$ cat src/rtl/neuron_pkg.sv
// neuron_pkg: constants shared across the neuron output-queue slice.
//   OVF_DROP_NEW  - overflow policy: discard the incoming word when full
//   OVF_DROP_OLD  - overflow policy: overwrite the oldest word when full
//   NEURON_DATA_W - default width of one spike/event word
package neuron_pkg;

  localparam int OVF_DROP_NEW  = 32'd0;
  localparam int OVF_DROP_OLD  = 32'h1;
  localparam int NEURON_DATA_W = 32'd8;

endpackage : neuron_pkg

$ cat src/rtl/neuron_outq_fifo_if.sv
// neuron_outq_fifo_if: producer/consumer bundle of the neuron output queue.
//   ena         block enable, low flushes the queue on the next edge
//   emit_valid  push request, emit_data is the pushed word
//   out_fire    pop of the head word (ignored while empty)
//   clr_drop    synchronous clear of drop_count
//   have_out    queue non-empty, out_data is the head word (zero when empty)
//   full        occupancy equals DEPTH, level is the occupancy
//   drop_count  saturating count of words lost to overflow
// master: the side that drives requests; slave: the queue itself.
interface neuron_outq_fifo_if
  import neuron_pkg::*;
#(
  parameter int DATA_W = NEURON_DATA_W,
  parameter int DEPTH  = 4,
  parameter int DROP_W = 8
);

  logic                     ena;
  logic                     emit_valid;
  logic [DATA_W-1:0]        emit_data;
  logic                     out_fire;
  logic                     clr_drop;
  logic                     have_out;
  logic [DATA_W-1:0]        out_data;
  logic                     full;
  logic [$clog2(DEPTH):0]   level;
  logic [DROP_W-1:0]        drop_count;

  modport master (
    output ena, emit_valid, emit_data, out_fire, clr_drop,
    input  have_out, out_data, full, level, drop_count
  );

  modport slave (
    input  ena, emit_valid, emit_data, out_fire, clr_drop,
    output have_out, out_data, full, level, drop_count
  );

endinterface : neuron_outq_fifo_if

$ cat src/rtl/neuron_outq_fifo.sv
// neuron_outq_fifo: show-ahead output queue for spike/event words.
// Ports:
//   clk  rising-edge clock
//   rst  asynchronous active-high reset (empties queue, clears drop count)
//   q    neuron_outq_fifo_if.slave bundle (see interface header)
// OVF_MODE selects what a push into a full queue does when no pop happens
// in the same cycle: OVF_DROP_NEW discards the new word, OVF_DROP_OLD
// retires the head and stores the new word. Either way the loss is counted.
module neuron_outq_fifo
  import neuron_pkg::*;
#(
  parameter int DATA_W   = NEURON_DATA_W,
  parameter int DEPTH    = 4,
  parameter int DROP_W   = 8,
  parameter int OVF_MODE = OVF_DROP_NEW
) (
  input  logic               clk,
  input  logic               rst,
  neuron_outq_fifo_if.slave  q
);

  localparam int PTR_W = $clog2(DEPTH);
  localparam int LVL_W = PTR_W + 1;

  logic [DATA_W-1:0] mem_r [DEPTH];
  logic [PTR_W-1:0]  wr_ptr_r;
  logic [PTR_W-1:0]  rd_ptr_r;
  logic [LVL_W-1:0]  level_r;
  logic [DROP_W-1:0] drop_r;
  logic              have_out_r;
  logic              full_r;

  logic              pop_s;
  logic              push_s;
  logic              drop_s;
  logic              adv_rd_s;
  logic [LVL_W-1:0]  level_nxt_s;
  logic [DROP_W-1:0] drop_nxt_s;

  // Decode the cycle's push/pop/drop actions and the next level/drop count.
  always_comb begin
    pop_s       = q.out_fire && have_out_r;
    drop_s      = q.emit_valid && full_r && !pop_s;
    // A push is stored unless it is a drop-new overflow.
    push_s      = q.emit_valid && !(drop_s && (OVF_MODE != OVF_DROP_OLD));
    // Overwrite-oldest retires the head to make room for the new word.
    adv_rd_s    = pop_s || (drop_s && (OVF_MODE == OVF_DROP_OLD));
    level_nxt_s = level_r;
    drop_nxt_s  = drop_r;
    if (push_s && !adv_rd_s) begin
      level_nxt_s = level_r + LVL_W'(1);
    end else if (adv_rd_s && !push_s) begin
      level_nxt_s = level_r - LVL_W'(1);
    end else begin
      level_nxt_s = level_r;
    end
    // A clear coinciding with a drop still records that drop.
    if (q.clr_drop) begin
      drop_nxt_s = drop_s ? DROP_W'(1) : '0;
    end else if (drop_s && (drop_r != {DROP_W{1'b1}})) begin
      drop_nxt_s = drop_r + DROP_W'(1);
    end else begin
      drop_nxt_s = drop_r;
    end
  end

  // Pointer, occupancy and drop-count registers with flush on ena low.
  always_ff @(posedge clk or posedge rst) begin
    if (rst) begin
      wr_ptr_r   <= '0;
      rd_ptr_r   <= '0;
      level_r    <= '0;
      drop_r     <= '0;
      have_out_r <= 1'b0;
      full_r     <= 1'b0;
    end else if (!q.ena) begin
      wr_ptr_r   <= '0;
      rd_ptr_r   <= '0;
      level_r    <= '0;
      drop_r     <= '0;
      have_out_r <= 1'b0;
      full_r     <= 1'b0;
    end else begin
      if (push_s) begin
        wr_ptr_r <= wr_ptr_r + PTR_W'(1);
      end
      if (adv_rd_s) begin
        rd_ptr_r <= rd_ptr_r + PTR_W'(1);
      end
      level_r    <= level_nxt_s;
      drop_r     <= drop_nxt_s;
      have_out_r <= (level_nxt_s != '0);
      full_r     <= (level_nxt_s == LVL_W'(DEPTH));
    end
  end

  // Word storage; contents are never cleared, only pointers are.
  always_ff @(posedge clk) begin
    if (q.ena && push_s) begin
      mem_r[wr_ptr_r] <= q.emit_data;
    end
  end

  // Head word is gated so stale storage never leaks out while empty.
  always_comb begin
    if (have_out_r) begin
      q.out_data = mem_r[rd_ptr_r];
    end else begin
      q.out_data = '0;
    end
  end

  assign q.have_out   = have_out_r;
  assign q.full       = full_r;
  assign q.level      = level_r;
  assign q.drop_count = drop_r;

endmodule : neuron_outq_fifo
$ cat src/flat_wrapper.sv
// flat-port wrapper written by rule: the top's interface ports become plain ports
module neuron_outq_fifo_flat import neuron_pkg::*;
#(
  parameter int DATA_W   = NEURON_DATA_W,
  parameter int DEPTH    = 4,
  parameter int DROP_W   = 8,
  parameter int OVF_MODE = OVF_DROP_NEW
)
  (clk, rst, q_ena, q_emit_valid, q_emit_data, q_out_fire, q_clr_drop, q_have_out, q_out_data, q_full, q_level, q_drop_count);
  neuron_outq_fifo_if #(.DATA_W(DATA_W), .DEPTH(DEPTH), .DROP_W(DROP_W)) q_i ();
  input  logic clk;
  input  logic rst;
  input wire logic [$bits(q_i.ena)-1:0] q_ena;
  input wire logic [$bits(q_i.emit_valid)-1:0] q_emit_valid;
  input wire logic [$bits(q_i.emit_data)-1:0] q_emit_data;
  input wire logic [$bits(q_i.out_fire)-1:0] q_out_fire;
  input wire logic [$bits(q_i.clr_drop)-1:0] q_clr_drop;
  output wire logic [$bits(q_i.have_out)-1:0] q_have_out;
  output wire logic [$bits(q_i.out_data)-1:0] q_out_data;
  output wire logic [$bits(q_i.full)-1:0] q_full;
  output wire logic [$bits(q_i.level)-1:0] q_level;
  output wire logic [$bits(q_i.drop_count)-1:0] q_drop_count;
  assign q_i.ena = q_ena;
  assign q_i.emit_valid = q_emit_valid;
  assign q_i.emit_data = q_emit_data;
  assign q_i.out_fire = q_out_fire;
  assign q_i.clr_drop = q_clr_drop;
  assign q_have_out = q_i.have_out;
  assign q_out_data = q_i.out_data;
  assign q_full = q_i.full;
  assign q_level = q_i.level;
  assign q_drop_count = q_i.drop_count;
  neuron_outq_fifo #(.DATA_W(DATA_W), .DEPTH(DEPTH), .DROP_W(DROP_W), .OVF_MODE(OVF_MODE)) u_core (.clk(clk), .rst(rst), .q(q_i));
endmodule
$ cat config.mk
export PLATFORM = sky130hd
export DESIGN_NAME = neuron_outq_fifo_flat
export DESIGN_NICKNAME = d
export VERILOG_FILES = /design/src/rtl/neuron_pkg.sv /design/src/rtl/neuron_outq_fifo_if.sv /design/src/rtl/neuron_outq_fifo.sv /design/src/flat_wrapper.sv
export SDC_FILE = /design/constraint.sdc
export NUM_CORES = 1
export LEC_CHECK = 0
export BUFFER_PORTS_ARGS = -buffer_cell sky130_fd_sc_hd__buf_2
export CAP_MARGIN = 15
export CORE_MARGIN = 2
export CORE_UTILIZATION = 46
export CTS_BUF_LIST = sky130_fd_sc_hd__clkbuf_4 sky130_fd_sc_hd__clkbuf_8 sky130_fd_sc_hd__clkbuf_16
export CTS_CLUSTER_DIAMETER = 50
export DETAILED_ROUTE_END_ITERATION = 8
export HOLD_SLACK_MARGIN = 0.1
export PLACE_DENSITY_LB_ADDON = 0.15
export SETUP_SLACK_MARGIN = 0.4
export SLEW_MARGIN = 20
export SYNTH_ARGS = -nofsm -noshare
export SYNTH_HDL_FRONTEND = slang
export SYNTH_SLANG_ARGS = --single-unit
$ cat constraint.sdc
create_clock -name clk -period 3.4 [get_ports clk]
set_input_delay 0.34 -clock clk [delete_from_list [all_inputs] [get_ports clk]]
set_output_delay 0.34 -clock clk [all_outputs]
set_load 0.02 [all_outputs]
==> flow_summary.json <==
{
  "peakVddDrop_uv": 284,
  "outcome": "completed",
  "ant_nets": 0,
  "grt_max_degree": 18,
  "synth_xor_area_share_pct": 1.54,
  "fillers": 402,
  "crit_fanout": 10,
  "synth_compound_area_share_pct": 7.71,
  "yosys_warnings": 0,
  "cts_buffers": 5,
  "die_w_um": 74.3,
  "fmax_mhz": 439,
  "swShare_pct": 27.4,
  "clockBufferDepth": 2,
  "core_area_sq_mm": 0.00475,
  "firstDrtPassIters": 4,
  "clkPwrFrac_pct": 26.2,
  "hp-class": "input pin to async pin",
  "die_h_um": 74.3,
  "drive_above_1_share_pct": 27.4,
  "hold_viol_final": 0,
  "post-cts-setup-buffers": 0,
  "layout.cells.non_filler": 268,
  "overflow": 0,
  "pwr-share-seq_pct": 56.2,
  "end_kind": "output pin",
  "final.min_clock_period_ps": 2280,
  "ys_types": 36,
  "final_cell_mix": "buf_2 (34), edfxtp_1 (32), dfrtp_1 (17)",
  "combPwrFrac_pct": 17.6,
  "die-area_sq_mm": 0.00552,
  "dp_cells": 261,
  "post-route-period-util_pct": 66.9,
  "required_ps": 3060,
  "portBuffers": 34,
  "drcViolationCount": 0,
  "yosys-top-cells-area": "edfxtp_1 (42%), dfrtp_1 (19%), mux4_2 (7.9%)",
  "leakagePower_nw": 1.05,
  "post_synth_mux_area_share_pct": 8.86,
  "synthToLayoutAreaGrowth_pct": 13.9,
  "routed_wirelength_mm": 4.25,
  "slew_violations": 0,
  "synthCells": 165,
  "relSlewSlack_pct": 49.6,
  "vias_per_cell": 5.42,
  "final_cell_area_sq_mm": 0.00259,
  "synth_ff_type": "edfxtp_1",
  "synth_edf_count": 32,
  "grt_pass1_wl_mm": 7.11,
  "synth_fp_nets": 186,
  "clkTransAtPathRegs_ps": 90,
  "synth_largest_area_cell": "edfxtp_1",
  "clock_sinks": 49,
  "cts_hold_buffers": 0,
  "p_per_area_mw_per_mm2": 482,
  "nets": 222,
  "dp_hpwl_mm": 3.11,
  "async_flop_share_pct": 34.7,
  "ys_ff_latch": 49,
  "path_class": "register to output pin",
  "tns_ps": 0,
  "syn-cell-area_sq_mm": 0.00227,
  "final_util_pct": 54.4,
  "grt_pass1_vias": 1515,
  "drt_iter0_drc": 63,
  "place.gp.congestion": 0.860,
  "yosys.area_share.simple_pct": 13.9,
  "rsz0062_at_grt": "false",
  "maxCapViolations": 0,
  "grtUsageTotal_pct": 17.7,
  "final_common_cell": "buf_2",
  "fin_skew_ps": 9.78,
  "setup_violations": 0,
  "synth_top_family_by_area": "simple AND/OR/NAND/NOR gates",
  "worst_setup_path_start_kind": "register",
  "yosys.area_share.adder_pct": 3.85,
  "initial_core_util_pct": 47.8,
  "io_pins": 35,
  "htree_levels": 2,
  "cts_tree": "yes",
  "drt-wirelength-per-cell_um": 15.9,
  "clk_latency_ps": 300,
  "tightest_slew_ps": 753,
  "syn_area_per_cell_sq_um": 13.8,
  "cts-root-buf": "clkbuf_8",
  "dpl_cell_area_sq_mm": 0.00250,
  "rows": 25,
  "antenna_found_initial": 0,
  "cts-resized-gates": 0,
  "num_vias": 1452,
  "insertedDiodeCount": 0,
  "p_switching_w": 0.000342,
  "synth_top_area_share_pct": 42.3,
  "p_int_w": 0.000905,
  "arrival_ps": 1940,
  "seq_area_frac_synth_pct": 61.0
}
[power groups by stage]
stage	sequential [W]	combinational, W	clock (W)
floorplan	0.000704	0.000164	0
global placement	0.000712	0.000216	0
detailed placement	0.000715	0.000221	0
CTS	0.000702	0.000222	0.000336
global route	0.000707	0.000241	0.000362
finish	0.000700	0.000220	0.000327
[layer usage]
metal	vias up	GRT usage (%)	wire (um)
li1	679	-	-
met1	718	23.6	1840
met2	45	26.5	2060
met3	10	3.79	235
met4	0	10.9	112
met5	-	0	0
[worst max-delay path, cell delays in order (launching register included)]
cell and delay (ps):
dfrtp_1 740, mux4_2 580, and2_1 160, buf_2 150
[cell families after synthesis]
family	after synthesis
xor gates and xnor gates	4
adders and majority gates	7
muxes	10
AOI/OAI and AO/OA	24
buffers and inverters	18
DFF	49
and+or+nand+nor	53
[layout make-up]
class | count | area (sq um) | share of cell area, %
Tap cell | 67 | 83.8 | 3.24
Clock buffer | 5 | 68.8 | 2.66
Multi-Input combinational cell | 98 | 815 | 31.5
Clock inverter | 2 | 16.3 | 0.628
Timing Repair Buffer | 34 | 170 | 6.57
Inverter | 13 | 48.8 | 1.88
Sequential cell | 49 | 1390 | 53.6
[Yosys cell counts, types with 2 or more instances]
library cell / instances
nor3_1: 4
and4_1: 2
nand2b_1: 2
o211ai_1: 3
nand2_1: 11
a211oi_1: 2
xnor2_1: 4
o211a_1: 2
a31oi_1: 4
and2_1: 12
clkbuf_1: 3
inv_1: 13
o21ai_0: 4
a21oi_1: 3
nor2b_1: 2
mux4_2: 8
ha_1: 7
edfxtp_1: 32
and4b_1: 2
nand3_1: 9
dfrtp_1: 17
nor2_1: 5
[sequential cells by signal, indices dropped and copies added (netlist names)]
register / flops
u_core.mem_r: 32
u_core.q.drop_count: 8
u_core.q.full: 1
u_core.q.have_out: 1
u_core.q.level: 3
u_core.rd_ptr_r: 2
u_core.wr_ptr_r: 2
[through the flow]
| step | hold WS (ps) | total power (W) | setup WS (ps) |
|---|---|---|---|
| final | 128 | 0.00125 | 1120 |
| after global routing | 176 | 0.00131 | 1020 |
| after CTS | 143 | 0.00126 | 1090 |
| after detailed placement | 473 | 0.000937 | 1420 |
| after global placement | 468 | 0.000929 | 1450 |
| after floorplan | 266 | 0.000868 | 1760 |
[worst paths after layout]
kind                                              from                      to  slack (ps)  cells past startpoint
worst max-delay path                u_core.rd_ptr_r[0]           q_out_data[0]        1120                      3
worst min-delay path                               rst  u_core.q.drop_count[0]         130                      2
worst max register to register       u_core.q.have_out      u_core.mem_r[3][6]        1430                      3
worst min register to register  u_core.q.drop_count[3]  u_core.q.drop_count[3]         590                      1
max in group asynchronous                          rst  u_core.q.drop_count[1]        2830                      2
min in group clk                        q_emit_data[3]      u_core.mem_r[1][3]         260                      1
(Power assumes the default switching activity.)
